--- src/rtl/alu_ctrl_seq.sv ---
// ALU control decoder plus RV32M sequencer: decodes ALUOp/func fields into an ALU select
// and hands multiply/divide instructions to an external muldiv unit, stalling the pipeline.
module alu_ctrl_seq #(
  parameter int unsigned ALUSEL_WIDTH = 4,
  parameter int unsigned MD_TIMEOUT   = 64
) (
  input  logic                    clk,
  input  logic                    rst,
  input  logic                    instr_valid,
  input  logic [2:0]              ALUOp,
  input  logic [2:0]              func3,
  input  logic                    func7_bit5,
  input  logic                    func7_bit0,
  input  logic                    opcode_bit5,
  output logic [ALUSEL_WIDTH-1:0] ALUSel,
  output logic                    md_start,
  output logic [2:0]              md_op,
  input  logic                    md_done,
  output logic                    stall,
  output logic                    md_result_sel,
  output logic                    md_error
);

  localparam int unsigned CNT_W = $clog2(MD_TIMEOUT);
  localparam logic [CNT_W-1:0] CNT_LAST = CNT_W'(MD_TIMEOUT - 1);

  typedef enum logic [3:0] {
    OP_ADD   = 4'd0,
    OP_SUB   = 4'd1,
    OP_SLL   = 4'd2,
    OP_XOR   = 4'd3,
    OP_SRL   = 4'd4,
    OP_SRA   = 4'd5,
    OP_OR    = 4'd6,
    OP_AND   = 4'd7,
    OP_SLT   = 4'd8,
    OP_SLTU  = 4'd9,
    OP_PASSB = 4'd10
  } alu_sel_e;

  typedef enum logic [2:0] {
    ALUOP_RI   = 3'd0,
    ALUOP_JALR = 3'd1,
    ALUOP_S    = 3'd2,
    ALUOP_SB   = 3'd3,
    ALUOP_U    = 3'd4,
    ALUOP_UJ   = 3'd5
  } aluop_e;

  typedef enum logic [1:0] {
    S_IDLE = 2'd0,
    S_BUSY = 2'd1,
    S_DONE = 2'd2
  } state_e;

  state_e           state_q;
  logic             md_start_q;
  logic [2:0]       md_op_q;
  logic [CNT_W-1:0] cnt_q;
  logic             md_error_q;

  logic             m_op;
  alu_sel_e         sel;

  assign m_op = instr_valid & (ALUOp == ALUOP_RI) & opcode_bit5 & func7_bit0;

  always_comb begin
    sel = OP_ADD;
    case (ALUOp)
      ALUOP_RI: begin
        case (func3)
          3'b000:  sel = (opcode_bit5 & func7_bit5) ? OP_SUB : OP_ADD;
          3'b001:  sel = OP_SLL;
          3'b010:  sel = OP_SLT;
          3'b011:  sel = OP_SLTU;
          3'b100:  sel = OP_XOR;
          3'b101:  sel = func7_bit5 ? OP_SRA : OP_SRL;
          3'b110:  sel = OP_OR;
          default: sel = OP_AND;
        endcase
      end
      ALUOP_U: sel = opcode_bit5 ? OP_PASSB : OP_ADD;
      default: sel = OP_ADD;
    endcase
    // M ops reuse the RI encoding; the ALU result is discarded, so keep it on ADD
    if (m_op) begin
      sel = OP_ADD;
    end
  end

  assign ALUSel = ALUSEL_WIDTH'(sel);

  always_ff @(posedge clk or posedge rst) begin
    if (rst) begin
      state_q    <= S_IDLE;
      md_start_q <= 1'b0;
      md_op_q    <= '0;
      cnt_q      <= '0;
      md_error_q <= 1'b0;
    end else begin
      unique case (state_q)
        S_IDLE: begin
          if (m_op) begin
            state_q    <= S_BUSY;
            md_start_q <= 1'b1;
            md_op_q    <= func3;
            cnt_q      <= '0;
          end
        end
        S_BUSY: begin
          md_start_q <= 1'b0;
          // done has priority over a timeout landing in the same cycle
          if (md_done) begin
            state_q <= S_DONE;
          end else if (cnt_q == CNT_LAST) begin
            md_error_q <= 1'b1;
            state_q    <= S_DONE;
          end else begin
            cnt_q <= cnt_q + CNT_W'(1);
          end
        end
        S_DONE: begin
          state_q <= S_IDLE;
        end
        default: begin
          state_q <= S_IDLE;
        end
      endcase
    end
  end

  always_comb begin
    stall         = 1'b0;
    md_result_sel = 1'b0;
    unique case (state_q)
      S_IDLE:  stall = m_op;
      S_BUSY:  stall = 1'b1;
      S_DONE:  md_result_sel = 1'b1;
      default: stall = 1'b0;
    endcase
  end

  assign md_start = md_start_q;
  assign md_op    = md_op_q;
  assign md_error = md_error_q;

endmodule

--- config.mk ---
export PLATFORM = sky130hd
export DESIGN_NAME = alu_ctrl_seq
export DESIGN_NICKNAME = d
export VERILOG_FILES = /design/src/rtl/alu_ctrl_seq.sv
export SDC_FILE = /design/constraint.sdc
export NUM_CORES = 1
export LEC_CHECK = 0
export BUFFER_PORTS_ARGS = -buffer_cell sky130_fd_sc_hd__buf_4
export CORE_UTILIZATION = 45
export CTS_CLUSTER_SIZE = 20
export DETAILED_ROUTE_END_ITERATION = 12
export HOLD_SLACK_MARGIN = 0.02
export PLACE_DENSITY_LB_ADDON = 0.1
export RECOVER_POWER = 25
export SETUP_SLACK_MARGIN = 0.15
export SKIP_CTS_REPAIR_TIMING = 1
export SLEW_MARGIN = 15
export SYNTH_ARGS = -nofsm -noshare
export SYNTH_HDL_FRONTEND = slang
export SYNTH_SLANG_ARGS = --single-unit
export TNS_END_PERCENT = 20
--- constraint.sdc ---
create_clock -name clk -period 1.5 [get_ports clk]
set_input_delay 0.15 -clock clk [delete_from_list [all_inputs] [get_ports clk]]
set_output_delay 0.15 -clock clk [all_outputs]
set_load 0.01 [all_outputs]
==> results of run 1 <==
[worst max-delay path, cell delays in order, from the launching register on]
cell and delay (ns):
dfrtp_2 0.43, nand2b_4 0.15, o31a_1 0.28, inv_1 0.08, buf_6 0.12
[state kept, by name (all words and copies together), names as in the netlist]
name,count
cnt_q,6
md_error,1
md_start,1
md_op,3
state_q,2
[per-layer routing]
| metal | vias to the layer above | GRT usage | share of wire |
|---|---|---|---|
| met5 | - | 0 | 0 |
| met4 | 0 | 0.07273 | 0.0051 |
| met3 | 2 | 0.04800 | 0.055 |
| met2 | 23 | 0.2941 | 0.49 |
| met1 | 390 | 0.2861 | 0.45 |
| li1 | 394 | - | - |
[cell type report]
type                    count  area, um2  share of cell area
multi-input cells          61      501.7              0.4225
flip-flops and latches     13      329.1              0.2771
repair buffers             35      276.5              0.2329
well taps                  25      31.28             0.02634
clock buffers               4      26.28             0.02213
inverters                   6      22.52             0.01897
[synthesized netlist by cell type, types with 2 or more instances]
cell type  count  area share
a2111oi_0      2       0.021
a21oi_1        4       0.024
a221o_1        4       0.049
and2_1         4       0.030
and3_1         2       0.015
clkbuf_1       2      0.0091
dfrtp_1       13        0.40
inv_1          6       0.027
mux2_2         3       0.041
nand2_1        2      0.0091
nand2b_1       3       0.023
nor2_1         3       0.014
nor2b_1        3       0.023
nor3b_1        3       0.027
o21ai_0        3       0.018
or3_1          2       0.015
[final timing paths]
check	endpoint	slack, ns	cells past startpoint
setup / recovery	stall	0.004	4
hold / removal	md_error$_DFFE_PP0P_	0.13	2
setup reg to reg	cnt_q[1]$_DFFE_PP0P_	0.03	3
hold reg to reg	md_error$_DFFE_PP0P_	0.47	2
max in group asynchronous	cnt_q[0]$_DFFE_PP0P_	0.68	3
min in group asynchronous	md_error$_DFFE_PP0P_	0.46	3
[per-stage QoR]
step / power [mW] / utilization / TNS, ns / worst slack, ns
after global routing: 1.036 / 0.6877 / -0.05633 / -0.04142
after CTS: 0.9256 / 0.6261 / -0.1612 / -0.1612
final: 0.9683 / 0.6877 / 0 / 0.004478
after detailed placement: 0.7071 / 0.6109 / 0 / 0.03883
after global placement: 0.6940 / 0.6109 / 0 / 0.07872
after floorplan: 0.5771 / - / 0 / 0.1522
[cell families after synthesis]
kind of cell / after synthesis
AND/OR/NAND/NOR: 30
adder cells (fa/ha/maj): 1
flip-flops: 13
XOR/XNOR: 1
multiplexers: 3
buffers and inverters: 9
AO/OA/AOI/OAI: 26
[power breakdown]
group	switching (mW)	total [mW]	leakage (nW)	internal [mW]
clock	0.115	0.219	0.0150	0.103
sequential	0.0583	0.461	0.165	0.402
combinational	0.119	0.289	0.368	0.170
==> metrics.cfg, run 1 <==
[clock_tree]
cts.htree.levels = 1
cts_root_buf = clkbuf_4
numCtsBuffers = 3
cts_sinks = 13
clockBufferDepth = 2
cts.clk_slew.worst_paths_ns = 0.08
cts_tree = yes
clock_latency_ns = 0.28

[placement]
place_hpwl_mm = 1.365
place.gp.congestion = 0.8737
port_buffers = 23
place_inst = 133
post_dp_cell_area_mm2 = 0.001055

[global_route]
grt_pass1_wl_mm = 2.870
overflow = 0
antenna_found_initial = 0
grt_max_degree = 14
grt_use_total = 0.2000
first_global_vias = 599

[job]
max_cap_viol_count = 0

[floorplanning]
die_w_um = 44.71
core-area_mm2 = 0.001727
start_util = 0.4754
rows = 15
dieArea_mm2 = 0.001999
die_h_um = 44.71
io_pins = 24

[timing]
setup_viol = 0
final-hold-violation-count = 0
slew_viol_final = 0
slew-limit-headroom = 0.6628
rsz0062_at_grt = true
tightest_slew_ns = 0.5052
holdWs_ns = 0.1262
fin_skew_ns = 0.004330
finalCriticalPeriod_ns = 1.496
fin_crit_sh = 0.9970
fmax_mhz = 668.7

[power_and_ir_drop]
powerDensity_mw_per_mm2 = 815.5
power.leakage_nw = 0.5473
ir_drop_mv = 0.5632

[cells_and_area]
final_cells = 144
syn2layout_area_growth_pct = 44.66
n_fill_cell = 152
final_common_cell = buf_4
final_cell_mix = buf_4 (30), dfrtp_1 (10), inv_1 (6)
drive_above_1_share = 0.4286
fin_nets = 134
antennaDiodeCount = 0
postLayoutCellArea_mm2 = 0.001187

[synthesis]
synth_ff_type = dfrtp_1
yosysUniqueCellTypes = 40
synth_simple_gate_area_frac = 0.2500
synthArstFlopShare = 1.000
synth_warnings = 0
syn_inst = 83
synth_edf_count = 0
synth-compound-area-share = 0.2439
synth_xor_area_frac = 0.01067
synth-seq-cells = 13
synthMuxAreaShare = 0.04116
netlist_area_um2 = 820.8
synthAdderAreaFrac = 0.01524
synth_top_family_by_area = simple AND/OR/NAND/NOR gates
avgSynthCellArea_um2 = 9.889
synth_nets = 97
ys_seq_area_frac = 0.3963

[worst_setup_path]
startpoint = state_q[1]$_DFFE_PP0P_
r2r-start = state_q[1]$_DFFE_PP0P_
required_ns = 1.35
cp-end-kind = output port
crit_fanout = 7
crit_type = register to output port
worstSetupStartpointType = register
crit_arrival_ns = 1.35

[detailed_routing]
avgViaCountPerCell = 5.618
postRouteAntennaNets = 0
post-route-drc-count = 0
drt-total-wl_mm = 1.974
routedWlPerCell_um = 13.71
drt-initial-drc-count = 24
vias = 809
dr.pass1.iters = 4

[outcome]
status = completed

[worst_hold_path]
hp-class = input port to register
hp-start = md_done

No activity file was read; power rests on OpenSTA's default activity.
==> inputs of run 2 (changes only) <==
--- a/config.mk
+++ b/config.mk
@@ -6,9 +6,10 @@
 export NUM_CORES = 1
 export LEC_CHECK = 0
 export BUFFER_PORTS_ARGS = -buffer_cell sky130_fd_sc_hd__buf_4
-export CORE_UTILIZATION = 45
+export CORE_UTILIZATION = 53
 export CTS_CLUSTER_SIZE = 20
 export DETAILED_ROUTE_END_ITERATION = 12
+export GPL_ROUTABILITY_DRIVEN = 0
 export HOLD_SLACK_MARGIN = 0.02
 export PLACE_DENSITY_LB_ADDON = 0.1
 export RECOVER_POWER = 25
==> constraint.sdc (replaced) <==
create_clock -name clk -period 1.8 [get_ports clk]
set_input_delay 0.18 -clock clk [delete_from_list [all_inputs] [get_ports clk]]
set_output_delay 0.18 -clock clk [all_outputs]
set_load 0.01 [all_outputs]
==> metrics.cfg, run 2 (synthesized netlist as in run 1, its figures left out) <==
[outcome]
status = completed

[timing]
holdWs_ns = 0.1558
slew-limit-headroom = 0.6620
final-hold-violation-count = 0
tightest_slew_ns = 0.5064
fin_crit_sh = 0.8621
setup_tns_ns = 0
finalCriticalPeriod_ns = 1.552
setup_viol = 0
worst_slack_ns = 0.2482
slew_viol_final = 0
fmax_mhz = 644.4
rsz0062_at_grt = true
fin_skew_ns = 0.01231

[clock_tree]
cts_tree = yes
cts_sinks = 13
cts.htree.levels = 1
cts_root_buf = clkbuf_4
clockBufferDepth = 2
numCtsBuffers = 3
clock_latency_ns = 0.28
cts.clk_slew.worst_paths_ns = 0.07

[detailed_routing]
avgViaCountPerCell = 6.258
wl_met1_um = 880
post-route-drc-count = 0
routedWlPerCell_um = 16.11
routed.top_layer = met4
met3_length_um = 160
drt-total-wl_mm = 2.062
dr.pass1.iters = 4
wl_met2_um = 990
drt-initial-drc-count = 37
vias = 801
postRouteAntennaNets = 0

[global_route]
first_global_vias = 614
grt_pass1_wl_mm = 2.739
grt_max_degree = 14
antenna_found_initial = 0
overflow = 0
grt_use_total = 0.2540

[worst_setup_path]
cp-end-kind = output port
crit_type = register to output port
crit_arrival_ns = 1.37
crit_fanout = 12
required_ns = 1.62
worstSetupStartpointType = register
ff2ff_path_depth = 4

[cells_and_area]
largest_register_ffs = 6
antennaDiodeCount = 0
fin_nets = 128
syn2layout_area_growth_pct = 30.79
drive_above_1_share = 0.3186
final_cell_mix = buf_4 (27), dfrtp_1 (13), inv_1 (6)
postLayoutCellArea_mm2 = 0.001074
final_common_cell = buf_4
final_cells = 128
largest-register = cnt_q
finish.utilization = 0.7857

[power_and_ir_drop]
p_comb_frac = 0.256
powerDensity_mw_per_mm2 = 702.3
ir_drop_mv = 0.4938
p_int_mw = 0.5262
switching_share = 0.3021
power_mw = 0.7539
power_frac_seq = 0.503
switching_power_mw = 0.2277
pwr-share-clk = 0.241
power.leakage_nw = 0.5157

[floorplanning]
dieArea_mm2 = 0.001710
die_h_um = 41.35
rows = 13
io_pins = 24
start_util = 0.6007
die_w_um = 41.35
core-area_mm2 = 0.001366

[worst_hold_path]
min_path_cells = 2
hp-class = input port to register

[job]
max_cap_viol_count = 0

[placement]
place_hpwl_mm = 1.477
place_inst = 120
port_buffers = 23
place_ws_ns = 0.3063
post_dp_cell_area_mm2 = 0.001015

## run 2: cell types whose count changed in the layout (fill, tap and decap cells not counted), sizes merged
| cell | delta |
|---|---|
| buf | -6 |
## run 2: layout make-up
class	instances	area [um2]
multi-input combinational	61	460.4
sequential	13	325.3
fill	103	292.8
timing repair buffer	29	220.2
clock buffer	4	26.28
inverter	6	22.52
tap	15	18.77
## run 2: final timing paths
| kind | start | endpoint | slack, ns |
|---|---|---|---|
| min in group asynchronous | rst | cnt_q[1]$_DFFE_PP0P_ | 0.48 |
| worst min-delay path | md_done | md_error$_DFFE_PP0P_ | 0.16 |
| worst max-delay path | state_q[0]$_DFFE_PP0P_ | stall | 0.25 |
| max in group asynchronous | rst | state_q[1]$_DFFE_PP0P_ | 0.97 |
| worst max register to register | cnt_q[0]$_DFFE_PP0P_ | cnt_q[1]$_DFFE_PP0P_ | 0.25 |
| worst min register to register | md_error$_DFFE_PP0P_ | md_error$_DFFE_PP0P_ | 0.48 |
## run 2: critical path: stages, from the launching register on
cell,delay (ns)
dfrtp_1,0.50
nand2b_1,0.14
o31a_1,0.25
inv_1,0.07
buf_4,0.14
## run 2: power groups by stage
stage | sequential [mW] | combinational (mW) | clock [mW]
after detailed placement | 0.384 | 0.188 | 0
after floorplan | 0.378 | 0.0962 | 0
final | 0.379 | 0.193 | 0.182
after global placement | 0.378 | 0.178 | 0
after global routing | 0.386 | 0.213 | 0.192
after CTS | 0.380 | 0.187 | 0.182
## run 2: per-layer routing
| metal | global-route usage | up-vias |
|---|---|---|
| met5 | 0 | - |
| met4 | 0.04839 | 0 |
| met3 | 0.04787 | 5 |
| met2 | 0.4297 | 45 |
| met1 | 0.3401 | 374 |
| li1 | - | 377 |
==> inputs of run 3 (changes only) <==
--- a/config.mk
+++ b/config.mk
@@ -5,6 +5,7 @@
 export SDC_FILE = /design/constraint.sdc
 export NUM_CORES = 1
 export LEC_CHECK = 0
+export ABC_AREA = 1
 export BUFFER_PORTS_ARGS = -buffer_cell sky130_fd_sc_hd__buf_4
 export CORE_UTILIZATION = 53
 export CTS_CLUSTER_SIZE = 20
==> metrics.cfg, run 3 <==
[outcome]
status = completed

[power_and_ir_drop]
powerDensity_mw_per_mm2 = 646.3
power.leakage_nw = 0.5035
ir_drop_mv = 0.5014

[cells_and_area]
largest-register = cnt_q
final_common_cell = nand2_1
regArea_um2 = 325.3
drive_above_1_share = 0.3359
antennaDiodeCount = 0
final_cell_mix = nand2_1 (24), buf_4 (22), inv_1 (13), dfrtp_1 (13), nand3_1 (11)
fin_nets = 143
multi_input_area_um2 = 415.4
n_fill_cell = 103
largest_register_ffs = 6
syn2layout_area_growth_pct = 27.06

[detailed_routing]
avgViaCountPerCell = 5.161
drt-initial-drc-count = 13
routedWlPerCell_um = 11.62
vias = 738
post-route-drc-count = 0
postRouteAntennaNets = 0
drt-total-wl_mm = 1.661
dr.pass1.iters = 5

[synthesis]
synth_commonest_cells = nand2_1 (24), dfrtp_1 (13), inv_1 (13)
yosys-top-cells-area = dfrtp_1 (40%), nand2_1 (11%), nand3_1 (6.8%)
avgSynthCellArea_um2 = 7.966
synthArstFlopShare = 1.000
yosysMostFrequentCell = nand2_1
yosysTopAreaCell = dfrtp_1
ys_seq_area_frac = 0.4044
syn_inst = 101
synth_ff_type = dfrtp_1
synth_warnings = 0
synth_nets = 115
netlist_area_um2 = 804.5
synth_edf_count = 0
synth-seq-cells = 13
synth_top_area_share = 0.4044
yosysUniqueCellTypes = 21

[worst_hold_path]
min_to = md_error$_DFFE_PP0P_
hp-class = input port to register
hp-start = md_done
min_path_cells = 2

[floorplanning]
start_util = 0.5959
io_pins = 24
dieArea_mm2 = 0.001678
core-area_mm2 = 0.001350
die_w_um = 40.96
rows = 13
die_h_um = 40.96

[job]
max_cap_viol_count = 0

[clock_tree]
clockBufferDepth = 2
numCtsBuffers = 3
cts_sinks = 13
cts_tree = yes
cts.htree.levels = 1
cts.clk_slew.worst_paths_ns = 0.08
cts_root_buf = clkbuf_4
clock_latency_ns = 0.28

[timing]
worst_slack_ns = 0.3798
slew-limit-headroom = 0.6803
final-hold-violation-count = 0
finalCriticalPeriod_ns = 1.420
fmax_mhz = 704.1
fin_crit_sh = 0.7890
setup_tns_ns = 0
slew_viol_final = 0
rsz0062_at_grt = false
fin_skew_ns = 0.004791
tightest_slew_ns = 0.4790
setup_viol = 0

[worst_setup_path]
r2r_setup_slack_ns = 0.38
crit_arrival_ns = 1.60
r2r-start = cnt_q[0]$_DFFE_PP0P_
crit_fanout = 9
cp-end-kind = register
crit_type = register to register
required_ns = 1.98
ff2ff_path_depth = 8
rr_endpoint = cnt_q[4]$_DFFE_PP0P_
worstSetupStartpointType = register

[global_route]
grt_use_total = 0.2377
first_global_vias = 567
grt_max_degree = 14
grt_pass1_wl_mm = 2.456
overflow = 0
antenna_found_initial = 0

[placement]
port_buffers = 23
place_hpwl_mm = 1.309
place_ws_ns = 0.4226

-- run 3: cell types whose count changed after synthesis, sizes merged, moves of 5 or more --
cell   change
nand3     +13
nand2     +27
o21ai      +5
nor2       +6
inv        +8
-- run 3: through the flow --
| step | cell area (um2) | util | hold slack [ns] | cells | total power, mW |
|---|---|---|---|---|---|
| floorplan | 804.5 | - | 0.05696 | 101 | 0.4101 |
| global placement | 984.7 | 0.7294 | 0.2227 | 138 | 0.4792 |
| global route | 1022 | 0.7572 | 0.08177 | 143 | 0.7042 |
| finish | 1022 | 0.7572 | 0.09776 | 143 | 0.6607 |
| detailed placement | 984.7 | 0.7294 | 0.2343 | 138 | 0.4838 |
| CTS | 1012 | 0.7498 | -0.07388 | 142 | 0.6666 |
-- run 3: cell families (layout without fill, tap and decap cells) --
family,count (synthesis),count (layout),share of synthesized area
and+or+nand+nor,54,54,0.3639
AOI/OAI and AO/OA,17,17,0.1260
buffers and inverters,15,42,0.07931
DFF,13,13,0.4044
adders and majority gates,1,1,0.01555
xor gates and xnor gates,1,1,0.01089
-- run 3: worst max-delay path, stage by stage, from the launching register on --
cell and delay, ns:
dfrtp_1 0.44, ha_1 0.21, nand2_2 0.08, nor2_4 0.11, nand3_2 0.11, nand2_4 0.15
nand2_4 0.08, nand2_1 0.08, nand2_1 0.04
-- run 3: cell type report --
cell class                 count  share of cell area
timing repair buffer          24              0.1787
clock inverter                 1            0.004896
clock buffer                   3             0.02203
multi-input combinational     73              0.4064
tap                           15             0.01836
sequential                    13              0.3182
inverter                      14             0.05141
-- run 3: power by group --
group	leakage, nW	internal [mW]	switching, mW	total, mW
logic	0.316	0.0694	0.0698	0.139
registers	0.170	0.319	0.0213	0.340
clock network	0.0177	0.0824	0.0991	0.181
-- run 3: worst max path at each step --
stage,end,slack (ns),startpoint
2_1_floorplan,cnt_q[4]$_DFFE_PP0P_,0.56,cnt_q[0]$_DFFE_PP0P_
3_3_place_gp,cnt_q[4]$_DFFE_PP0P_,0.48,cnt_q[0]$_DFFE_PP0P_
3_5_place_dp,cnt_q[4]$_DFFE_PP0P_,0.42,cnt_q[0]$_DFFE_PP0P_
4_1_cts,cnt_q[4]$_DFFE_PP0P_,0.40,cnt_q[0]$_DFFE_PP0P_
5_1_grt,cnt_q[3]$_DFFE_PP0P_,0.26,cnt_q[0]$_DFFE_PP0P_
6_report,cnt_q[4]$_DFFE_PP0P_,0.38,cnt_q[0]$_DFFE_PP0P_
-- run 3: per-layer routing --
layer / part of all wire / track usage / vias to the layer above
li1: - / - / 384
met1: 0.45 / 0.3024 / 327
met2: 0.49 / 0.3633 / 23
met3: 0.054 / 0.08152 / 4
met4: 0.0060 / 0.1000 / 0
met5: 0 / 0 / -
